<file path="config.mk">
export PLATFORM = sky130hd
export DESIGN_NAME = clint
export DESIGN_NICKNAME = d
export VERILOG_FILES = /design/src/rtl/clint.sv
export SDC_FILE = /design/constraint.sdc
export NUM_CORES = 1
export LEC_CHECK = 0
export ABC_CLOCK_PERIOD_IN_PS = 7450
export CORE_MARGIN = 2
export CORE_UTILIZATION = 45
export CTS_BUF_LIST = sky130_fd_sc_hd__clkbuf_8
export DETAILED_ROUTE_END_ITERATION = 10
export DONT_BUFFER_PORTS = 1
export GPL_TIMING_DRIVEN = 0
export PLACE_DENSITY = 0.65
export SYNTH_ARGS = -nofsm -noshare
export SYNTH_HDL_FRONTEND = slang
export SYNTH_SLANG_ARGS = --single-unit
</file>
<file path="constraint.sdc">
create_clock -name clk -period 7.45 [get_ports clk]
set_input_delay 1.8625 -clock clk [delete_from_list [all_inputs] [get_ports clk]]
set_output_delay 1.8625 -clock clk [all_outputs]
set_load 0.01 [all_outputs]
</file>
<file path="src/rtl/clint.sv">
// clint: core-local interruptor holding msip, mtime and mtimecmp behind a rebased bus window.
// Define CLINT_MTIME_WRITABLE_EN to let software write the two mtime halves.
`ifndef ADDR_WIDTH
`define ADDR_WIDTH 16
`endif
`ifndef SIZE_WIDTH
`define SIZE_WIDTH 3
`endif
`ifndef REG_DATA_WIDTH
`define REG_DATA_WIDTH 32
`endif
`ifndef BUS_DATA_WIDTH
`define BUS_DATA_WIDTH 32
`endif

module clint #(
    parameter int unsigned TICK_DIV = 1
) (
    input  logic                       clk,
    input  logic                       rst,
    input  logic [`ADDR_WIDTH-1:0]     bus_clint_read_addr,
    input  logic [`ADDR_WIDTH-1:0]     bus_clint_write_addr,
    input  logic [`SIZE_WIDTH-1:0]     bus_clint_read_size,
    input  logic [`SIZE_WIDTH-1:0]     bus_clint_write_size,
    input  logic [`REG_DATA_WIDTH-1:0] bus_clint_data,
    input  logic                       bus_clint_rd,
    input  logic                       bus_clint_wr,
    output logic [`BUS_DATA_WIDTH-1:0] clint_bus_data,
    output logic                       clint_csr_msip,
    output logic                       clint_csr_mtip
);

    localparam logic [13:0] MSIP_WORD    = 14'h0000;
    localparam logic [13:0] CMP_LO_WORD  = 14'h1000;
    localparam logic [13:0] CMP_HI_WORD  = 14'h1001;
    localparam logic [13:0] TIME_LO_WORD = 14'h2FFE;
    localparam logic [13:0] TIME_HI_WORD = 14'h2FFF;
    localparam logic [15:0] TICK_LAST    = 16'(TICK_DIV - 1);

    logic        msip;
    logic [63:0] mtime;
    logic [63:0] mtimecmp;
    logic [15:0] presc;
    logic        tick;
    logic [13:0] rd_word_addr;
    logic [13:0] wr_word_addr;
    logic [1:0]  rd_lane;
    logic [1:0]  wr_lane;
    logic [31:0] rd_word;
    logic [31:0] rd_mask;
    logic        msip_we;
    logic        cmp_lo_we;
    logic        cmp_hi_we;
    logic        time_lo_we;
    logic        time_hi_we;

    // Replace byte lanes lane..lane+size-1 of old_word; lanes past byte 3 are dropped.
    function automatic logic [31:0] merge_lanes(
        input logic [31:0]             old_word,
        input logic [1:0]              lane,
        input logic [`SIZE_WIDTH-1:0]  size,
        input logic [31:0]             data
    );
        logic [3:0][7:0] res;
        logic [3:0][7:0] src;
        logic [2:0]      dst;
        res = old_word;
        src = data;
        for (int k = 0; k < 4; k++) begin
            dst = {1'b0, lane} + 3'(k);
            if ((`SIZE_WIDTH'(k) < size) && !dst[2])
                res[dst[1:0]] = src[2'(k)];
        end
        return res;
    endfunction

    assign rd_word_addr = bus_clint_read_addr[15:2];
    assign wr_word_addr = bus_clint_write_addr[15:2];
    assign rd_lane      = bus_clint_read_addr[1:0];
    assign wr_lane      = bus_clint_write_addr[1:0];

    assign msip_we   = bus_clint_wr && (wr_word_addr == MSIP_WORD);
    assign cmp_lo_we = bus_clint_wr && (wr_word_addr == CMP_LO_WORD);
    assign cmp_hi_we = bus_clint_wr && (wr_word_addr == CMP_HI_WORD);
`ifdef CLINT_MTIME_WRITABLE_EN
    assign time_lo_we = bus_clint_wr && (wr_word_addr == TIME_LO_WORD);
    assign time_hi_we = bus_clint_wr && (wr_word_addr == TIME_HI_WORD);
`else
    assign time_lo_we = 1'b0;
    assign time_hi_we = 1'b0;
`endif

    assign tick           = (presc == TICK_LAST);
    assign clint_csr_msip = msip;

    // NOTE: every variable gets a default before the case so no path leaves it unassigned (no latch).
    always_comb begin
        rd_word = 32'h0;
        case (rd_word_addr)
            MSIP_WORD:    rd_word = {31'h0, msip};
            CMP_LO_WORD:  rd_word = mtimecmp[31:0];
            CMP_HI_WORD:  rd_word = mtimecmp[63:32];
            TIME_LO_WORD: rd_word = mtime[31:0];
            TIME_HI_WORD: rd_word = mtime[63:32];
            default:      rd_word = 32'h0;
        endcase
    end

    always_comb begin
        rd_mask = 32'hFFFF_FFFF;
        case (bus_clint_read_size)
            `SIZE_WIDTH'(0): rd_mask = 32'h0000_0000;
            `SIZE_WIDTH'(1): rd_mask = 32'h0000_00FF;
            `SIZE_WIDTH'(2): rd_mask = 32'h0000_FFFF;
            `SIZE_WIDTH'(3): rd_mask = 32'h00FF_FFFF;
            default:         rd_mask = 32'hFFFF_FFFF;
        endcase
    end

    // NOTE: sequential state uses non-blocking assignments so every register samples pre-edge values.
    always_ff @(posedge clk) begin
        if (rst) begin
            msip           <= 1'b0;
            mtimecmp       <= 64'hFFFF_FFFF_FFFF_FFFF;
            presc          <= 16'h0;
            clint_bus_data <= '0;
            clint_csr_mtip <= 1'b0;
        end else begin
            presc          <= tick ? 16'h0 : presc + 16'd1;
            clint_csr_mtip <= (mtime >= mtimecmp);
            if (bus_clint_rd)
                clint_bus_data <= (rd_word >> {rd_lane, 3'b000}) & rd_mask;
            if (msip_we && (wr_lane == 2'd0) && (bus_clint_write_size != '0))
                msip <= bus_clint_data[0];
            if (cmp_lo_we)
                mtimecmp[31:0] <= merge_lanes(mtimecmp[31:0], wr_lane, bus_clint_write_size, bus_clint_data);
            if (cmp_hi_we)
                mtimecmp[63:32] <= merge_lanes(mtimecmp[63:32], wr_lane, bus_clint_write_size, bus_clint_data);
        end
    end

    // A software write to either half suppresses that cycle's increment.
    always_ff @(posedge clk) begin
        if (rst) begin
            mtime <= 64'h0;
        end else if (time_lo_we || time_hi_we) begin
            if (time_lo_we)
                mtime[31:0] <= merge_lanes(mtime[31:0], wr_lane, bus_clint_write_size, bus_clint_data);
            if (time_hi_we)
                mtime[63:32] <= merge_lanes(mtime[63:32], wr_lane, bus_clint_write_size, bus_clint_data);
        end else if (tick) begin
            mtime <= mtime + 64'd1;
        end
    end

endmodule
</file>
==> qor.log, run 1 <==
[outcome] status finished, final reports clean
[logic_synthesis] asr flop ratio synth 0%
[floorplanning] chip width 158 um
[sta] Layout Skew 0.0290 ns
[worst_setup_path] Crit path arrival time 4.28 ns
[clocking] CTS Hold Bufs 0
[job] count of max-cap constraint violations 0
[clocking] clock edge transition at the registers on the reported setup and hold paths 0.12 ns
[worst_setup_path] CP max stage cell sky130_fd_sc_hd__buf_1
[power_and_ir_drop] Worst VDD drop 102 uV
[logic_synthesis] Syn Area/Cell 8.51 sq um
[cells_and_area] Final nets 1409
[worst_hold_path] type of the tightest min-delay check reg2reg
[placed_design] weighted congestion at the end of routability-driven global placement 0.994
[logic_synthesis] sequential area share after synthesis 33.5%
[power_and_ir_drop] power density relative to cell area 154 nW/um^2
[sta] final clock period utilization by the worst path 51.9%
[worst_setup_path] cell chain of the critical path clkbuf_1 > buf_2 > buf_1 > mux2i_1 > o22ai_1 > a222oi_1 > o21ai_0 > a21o_1
[routing] wire length per cell after detailed routing 21.7 um
[clocking] post-CTS resize count 0
[clocking] number of post-CTS setup repair buffers 0
[floorplanning] row count 56
[logic_synthesis] dominant synthesized flop cell sky130_fd_sc_hd__dfxtp_1
[global_route] maximum number of pins on one net before global-route repair 21
[power_and_ir_drop] total leakage power 4.94 nW
[cells_and_area] Layout Area Growth over Synthesis 7.70%
[logic_synthesis] cell with the most instances after synthesis sky130_fd_sc_hd__dfxtp_1
[sta] endpoints failing hold 0
[clocking] Bufs on Longest Clock Path 2
[worst_setup_path] crit path kind in2reg
[clocking] library cell used as clock root buffer sky130_fd_sc_hd__clkbuf_8
[sta] RSZ-0062 raised after global routing false
[routing] remaining antenna violation count after routing 0
[routing] Iteration-0 DRC Markers 1027
[logic_synthesis] area fraction of the dominant cell type after synthesis 33.5%
[clocking] number of buffers created by CTS 17
[worst_setup_path] delay of the slowest cell on the worst path 0.65 ns
[logic_synthesis] cell area after synthesis 10600 sq um
[sta] headroom to the max-slew limit 34.0%
[sta] upper clock frequency limit 258 MHz
[sta] Least-Margin Pin Slew 0.982 ns
[global_route] total congestion overflow 0
[cells_and_area] layout cell share with drive strength beyond 1 7.18%
[logic_synthesis] yosys warns 0
[floorplanning] Die Outline Area 24900 sq um
[clocking] clock latency on the worst-skew pair 0.51 ns
[clocking] number of H-tree levels 4
[worst_setup_path] required time worst endpoint 7.86 ns
[floorplanning] starting density of the core 45.5%
[power_and_ir_drop] Final Power 1.77 mW
[placed_design] number of buffer cells added on primary ports 0
[routing] number of DRC violations after detailed routing 0
[floorplanning] Boundary Pins 108
[routing] average vias per placed instance 6.19
[global_route] initial antenna violation count 0
[worst_setup_path] Worst Setup End Kind flop
[worst_setup_path] kind of launch point of the worst setup path input pin
[global_route] wire length of the first global-routing pass 51.7 mm
[logic_synthesis] leading cell types by count after synthesis sky130_fd_sc_hd__dfxtp_1 (178), sky130_fd_sc_hd__nor2_1 (143), sky130_fd_sc_hd__inv_1 (85)
[floorplanning] placeable core area 23300 sq um
[logic_synthesis] post-synth net total 1390
[logic_synthesis] cell count after synthesis 1249
[clocking] clock tree from TritonCTS yes
[logic_synthesis] distinct cell type count of the synthesized netlist 68
[logic_synthesis] number of enable-type register cells in the synthesized netlist 0
[routing] count of vias placed by the detailed router 9910
[clocking] clk sink count 178
[routing] Total Routed Length 34.7 mm
[worst_setup_path] maximum fanout count along the critical path 10
[sta] final-report max-slew violation count 0
[placed_design] HPWL after DPL 27.0 mm
[sta] Tmin final 3.87 ns
[sta] Final TNS setup 0 ns
[logic_synthesis] cell accounting for the most synthesized area sky130_fd_sc_hd__dfxtp_1
[cells_and_area] count of antenna diodes in the layout 0
[global_route] vias in the first global route 8892
[routing] first drt pass iteration count 6
[global_route] GRT Resource Usage Total 27.7%
[logic_synthesis] most area-consuming cells after synthesis sky130_fd_sc_hd__dfxtp_1 (34%), sky130_fd_sc_hd__ha_1 (7.9%), sky130_fd_sc_hd__mux2i_1 (5.2%)
[logic_synthesis] total of flip-flops plus latches after synthesis 178
[sta] setup violation total in the final timing report 0
[floorplanning] die height 158 um
==> through the flow <==
step	area (sq um)	instances	hold WS, ns	setup slack (ns)	utilization, %
4_1_cts	11400	1600	0.497	3.58	49.1
2_1_floorplan	10600	1249	0.438	3.79	-
6_report	11400	1600	0.495	3.58	49.1
3_3_place_gp	11000	1568	0.459	3.01	47.3
5_1_grt	11400	1600	0.516	3.50	49.1
3_5_place_dp	11000	1568	0.467	3.05	47.3
==> state kept, by name, summed over array words and instances, names as in the netlist <==
signal          flops
clint_bus_data     32
clint_csr_msip      1
clint_csr_mtip      1
mtime              64
mtimecmp           64
presc              16
==> kinds of logic (layout without fill, tap and decap cells) <==
group	count (synthesis)	in the layout	share of synthesized area, %
simple gates	445	445	22.3
compound gates	293	293	20.1
flops	178	178	33.5
xor+xnor	54	54	4.45
buf+inv	146	178	5.39
mux	66	66	6.35
fa+ha+maj	67	67	7.89
==> routing by layer <==
layer,vias up,part of all wire (%),track usage (%)
li1,4645,-,-
met4,0,3.9,10.6
met5,-,0,0
met3,76,8.7,6.73
met2,426,46,44.6
met1,4763,42,35.9
==> cell usage in the layout, fill, tap and decap left out, types with 18 or more instances in the layout <==
| cell type | count |
|---|---|
| sky130_fd_sc_hd__o21ai_0 | 52 |
| sky130_fd_sc_hd__nand3_1 | 34 |
| sky130_fd_sc_hd__a221o_1 | 22 |
| sky130_fd_sc_hd__a211o_1 | 35 |
| sky130_fd_sc_hd__mux2i_1 | 55 |
| sky130_fd_sc_hd__nand2_1 | 74 |
| sky130_fd_sc_hd__xnor2_1 | 19 |
| sky130_fd_sc_hd__xor2_1 | 35 |
| sky130_fd_sc_hd__dfxtp_1 | 178 |
| sky130_fd_sc_hd__nor2_1 | 143 |
| sky130_fd_sc_hd__nand2b_1 | 21 |
| sky130_fd_sc_hd__and3_1 | 25 |
| sky130_fd_sc_hd__a22oi_1 | 27 |
| sky130_fd_sc_hd__a21oi_1 | 39 |
| sky130_fd_sc_hd__ha_1 | 67 |
| sky130_fd_sc_hd__o22ai_1 | 34 |
| sky130_fd_sc_hd__inv_1 | 85 |
| sky130_fd_sc_hd__clkbuf_1 | 39 |
| sky130_fd_sc_hd__or3_1 | 18 |
| sky130_fd_sc_hd__nand4_1 | 40 |
==> worst paths after layout <==
| kind | end | depth (start not counted) | start | slack (ns) |
|---|---|---|---|---|
| worst min-delay path | presc[0]$_SDFF_PP0_ | 1 | presc[0]$_SDFF_PP0_ | 0.50 |
| worst max-delay path | clint_bus_data[1]$_SDFFE_PP0P_ | 8 | bus_clint_read_addr[2] | 3.58 |
| worst min register to register | presc[0]$_SDFF_PP0_ | 1 | presc[0]$_SDFF_PP0_ | 0.50 |
| worst max register to register | mtime[61]$_SDFFE_PP0P_ | 8 | presc[0]$_SDFF_PP0_ | 4.44 |
==> final cells by class <==
type	count	area (sq um)
fillers	2260	11900
multi-input cells	925	6490
flip-flops and latches	178	3560
well taps	319	399
inverters	85	319
plain buffers	61	254
clock buffers	17	234
clock inverters	15	185
==> worst max-delay path, delay by kind of cell <==
family	cells	cell delay (ns)
muxes	1	0.27
AOI/OAI and AO/OA	4	0.94
buffers and inverters	3	1.21
==> power breakdown <==
group	switching, mW	internal (mW)
Sequential	0.00373	0.953
Combinational	0.0682	0.0336
Clock	0.450	0.258
Note: power is estimated with default switching activity, not from simulation.
==> inputs of run 2 (changes only) <==
==> config.mk (replaced) <==
export PLATFORM = sky130hd
export DESIGN_NAME = clint
export DESIGN_NICKNAME = d
export VERILOG_FILES = /design/src/rtl/clint.sv
export SDC_FILE = /design/constraint.sdc
export NUM_CORES = 1
export LEC_CHECK = 0
export ABC_CLOCK_PERIOD_IN_PS = 3300
export CORE_MARGIN = 2
export CORE_UTILIZATION = 45
export CTS_BUF_LIST = sky130_fd_sc_hd__clkbuf_8
export DETAILED_ROUTE_END_ITERATION = 10
export DONT_BUFFER_PORTS = 1
export GPL_TIMING_DRIVEN = 0
export PLACE_DENSITY = 0.67
export SYNTH_ARGS = -nofsm -noshare
export SYNTH_HDL_FRONTEND = slang
export SYNTH_SLANG_ARGS = --single-unit
==> constraint.sdc (replaced) <==
create_clock -name clk -period 3.3 [get_ports clk]
set_input_delay 0.825 -clock clk [delete_from_list [all_inputs] [get_ports clk]]
set_output_delay 0.825 -clock clk [all_outputs]
set_load 0.01 [all_outputs]
==> run 2 against run 1 <==
Combinational power increased by 130%; critical path type is now reg2reg; largest power group unchanged; critical endpoint is now mtime[61]$_SDFFE_PP0P_; wire length fell by 1.9%; non-clock buffer count unchanged; highest routed layer unchanged.
==> qor.log, run 2 (synthesized netlist as in run 1, its figures left out) <==
[floorplanning] row count 56
[clocking] post-CTS resize count 0
[cells_and_area] FF/Latch Area 3560 sq um
[sta] final-report max-slew violation count 0
[power_and_ir_drop] switching power total 1.08 mW
[cells_and_area] Filler Cells Inserted 2261
[power_and_ir_drop] total leakage power 4.95 nW
[placed_design] weighted congestion at the end of routability-driven global placement 0.981
[worst_setup_path] worst reg-to-reg path cell count 8
[outcome] status finished, final reports clean
[power_and_ir_drop] cell-internal power 3.02 mW
[sta] final clock period utilization by the worst path 89.7%
[routing] count of vias placed by the detailed router 9815
[global_route] wire length of the first global-routing pass 51.0 mm
[worst_setup_path] slack of the worst reg-to-reg path 0.34 ns
[routing] first drt pass iteration count 5
[sta] Layout Skew 0.0186 ns
[global_route] vias in the first global route 8906
[worst_setup_path] Critical R2R Capture mtime[61]$_SDFFE_PP0P_
[global_route] initial antenna violation count 1
[cells_and_area] leading cell type in the layout, fill and taps excluded sky130_fd_sc_hd__dfxtp_1
[clocking] number of H-tree levels 4
[routing] Total Routed Length 34.1 mm
[global_route] GRT Resource Usage Total 27.2%
[worst_setup_path] cell depth of the worst setup path 8
[worst_hold_path] type of the tightest min-delay check in2reg
[power_and_ir_drop] sequential group share of total power 52.7%
[cells_and_area] most frequent cells in the layout sky130_fd_sc_hd__dfxtp_1 (178), sky130_fd_sc_hd__nor2_1 (143), sky130_fd_sc_hd__inv_1 (85)
[clocking] number of buffers created by CTS 17
[cells_and_area] Largest regs mtime: 64 flops, mtimecmp: 64 flops, clint_bus_data: 32 flops
[power_and_ir_drop] Final Power 4.09 mW
[routing] remaining antenna violation count after routing 0
[placed_design] number of buffer cells added on primary ports 0
[worst_setup_path] maximum fanout count along the critical path 5
[worst_setup_path] kind of launch point of the worst setup path flop
[clocking] number of post-CTS setup repair buffers 0
[routing] number of DRC violations after detailed routing 0
[worst_setup_path] reg2reg start presc[0]$_SDFF_PP0_
[sta] upper clock frequency limit 338 MHz
[floorplanning] Boundary Pins 108
[floorplanning] chip width 158 um
[cells_and_area] final core area utilization 49.2%
[power_and_ir_drop] share of total power in the clock network 41.6%
[clocking] CTS Hold Bufs 0
[sta] Least-Margin Pin Slew 0.982 ns
[floorplanning] die height 158 um
[floorplanning] placeable core area 23300 sq um
[power_and_ir_drop] switch share 26.3%
[sta] Tmin final 2.96 ns
[floorplanning] starting density of the core 45.5%
[routing] average vias per placed instance 6.13
[clocking] Bufs on Longest Clock Path 2
[worst_setup_path] Worst Setup End Kind flop
[global_route] total congestion overflow 0
[sta] RSZ-0062 raised after global routing false
[cells_and_area] Layout Area Growth over Synthesis 7.99%
[clocking] clock edge transition at the registers on the reported setup and hold paths 0.11 ns
[placed_design] HPWL after DPL 26.7 mm
[worst_setup_path] required time worst endpoint 3.67 ns
[cells_and_area] Final nets 1409
[clocking] clk sink count 178
[worst_hold_path] Hold Crit Depth 1
[sta] Final Worst Setup Slack 0.341 ns
[worst_setup_path] crit path kind reg2reg
[job] count of max-cap constraint violations 0
[power_and_ir_drop] power density relative to cell area 357 nW/um^2
[clocking] clock tree from TritonCTS yes
[power_and_ir_drop] Worst VDD drop 198 uV
[sta] endpoints failing hold 0
[worst_setup_path] cell chain of the critical path inv_1 > ha_1 > nor4b_1 > nand3_1 > nor4_1 > nand3_1 > nor3_1 > mux2_2
[routing] wire length per cell after detailed routing 21.3 um
[sta] worst hold margin 0.448 ns
[placed_design] setup slack after placement -0.0234 ns
[power_and_ir_drop] Combinational Power Share 5.7%
[worst_setup_path] delay of the slowest cell on the worst path 0.76 ns
[worst_hold_path] Worst Hold Launch bus_clint_data[1]
[sta] setup violation total in the final timing report 0
[cells_and_area] layout cell share with drive strength beyond 1 7.18%
[global_route] maximum number of pins on one net before global-route repair 19
[worst_setup_path] cell type group with the largest total delay on the critical path simple AND/OR/NAND/NOR gates
[worst_setup_path] Critical Path Most Common Cell sky130_fd_sc_hd__nand3_1
[worst_hold_path] Worst Hold Endpoint mtimecmp[33]$_SDFFE_PP1P_
[routing] Iteration-0 DRC Markers 1131
[worst_setup_path] CP max stage cell sky130_fd_sc_hd__nor4_1
[clocking] clock latency on the worst-skew pair 0.49 ns
[floorplanning] Die Outline Area 24900 sq um
[worst_setup_path] count of buffering cells on the critical path with inverters included 1
[cells_and_area] multi-input logic area 6490 sq um
[clocking] library cell used as clock root buffer sky130_fd_sc_hd__clkbuf_8
[worst_setup_path] Crit path arrival time 3.33 ns
[sta] headroom to the max-slew limit 34.0%
run 2: cell count changes in the layout (fill, tap and decap cells not counted), sizes merged:
cell	before	now
inv	91	93
diode	0	1
clkinvlp	0	1
clkinv	9	3
bufinv	0	3
run 2: layout make-up:
class | count | area share, %
multi-input cells | 925 | 56.6
flip-flops and latches | 178 | 31.1
well taps | 319 | 3.48
inverters | 85 | 2.78
plain buffers | 61 | 2.21
clock buffers | 17 | 2.04
clock inverters | 15 | 1.86
diodes | 1 | 0.0218
run 2: through the flow:
| stage | cells | cell area, sq um | setup TNS (ns) |
|---|---|---|---|
| 2_1_floorplan | 1249 | 10600 | 0 |
| 3_3_place_gp | 1568 | 11000 | -0.0156 |
| 3_5_place_dp | 1568 | 11000 | -0.0306 |
| 4_1_cts | 1600 | 11500 | 0 |
| 5_1_grt | 1600 | 11500 | 0 |
| 6_report | 1601 | 11500 | 0 |
run 2: worst max path at each step:
stage / slack (ns) / to / startpoint
floorplan: 0.68 / clint_bus_data[1]$_SDFFE_PP0P_ / bus_clint_read_addr[2]
global placement: -0.01 / clint_bus_data[4]$_SDFFE_PP0P_ / bus_clint_read_addr[2]
detailed placement: -0.02 / clint_bus_data[4]$_SDFFE_PP0P_ / bus_clint_read_addr[2]
CTS: 0.47 / mtime[61]$_SDFFE_PP0P_ / presc[0]$_SDFF_PP0_
global route: 0.30 / clint_bus_data[1]$_SDFFE_PP0P_ / bus_clint_read_addr[2]
finish: 0.34 / mtime[61]$_SDFFE_PP0P_ / presc[0]$_SDFF_PP0_
run 2: metal layers:
layer	global-route usage [%]	part of all wire [%]	vias up
met2	41.4	45	412
li1	-	-	4649
met1	36.3	42	4672
met3	5.28	8.0	82
met4	14.3	5.3	0
met5	0	0	-
run 2: worst reg2reg max path, stage by stage, from the launching register on:
cell	delay (ns)
sky130_fd_sc_hd__dfxtp_1	0.36
sky130_fd_sc_hd__inv_1	0.07
sky130_fd_sc_hd__ha_1	0.18
sky130_fd_sc_hd__nor4b_1	0.28
sky130_fd_sc_hd__nand3_1	0.22
sky130_fd_sc_hd__nor4_1	0.76
sky130_fd_sc_hd__nand3_1	0.34
sky130_fd_sc_hd__nor3_1	0.28
sky130_fd_sc_hd__mux2_2	0.35
run 2: power groups by stage:
stage / clock network, mW / registers [mW] / logic [mW]
after floorplan: 0 / 2.21 / 0.163
after global placement: 0 / 2.21 / 0.223
after detailed placement: 0 / 2.21 / 0.224
after CTS: 1.71 / 2.16 / 0.226
after global routing: 1.80 / 2.16 / 0.247
final: 1.70 / 2.16 / 0.232
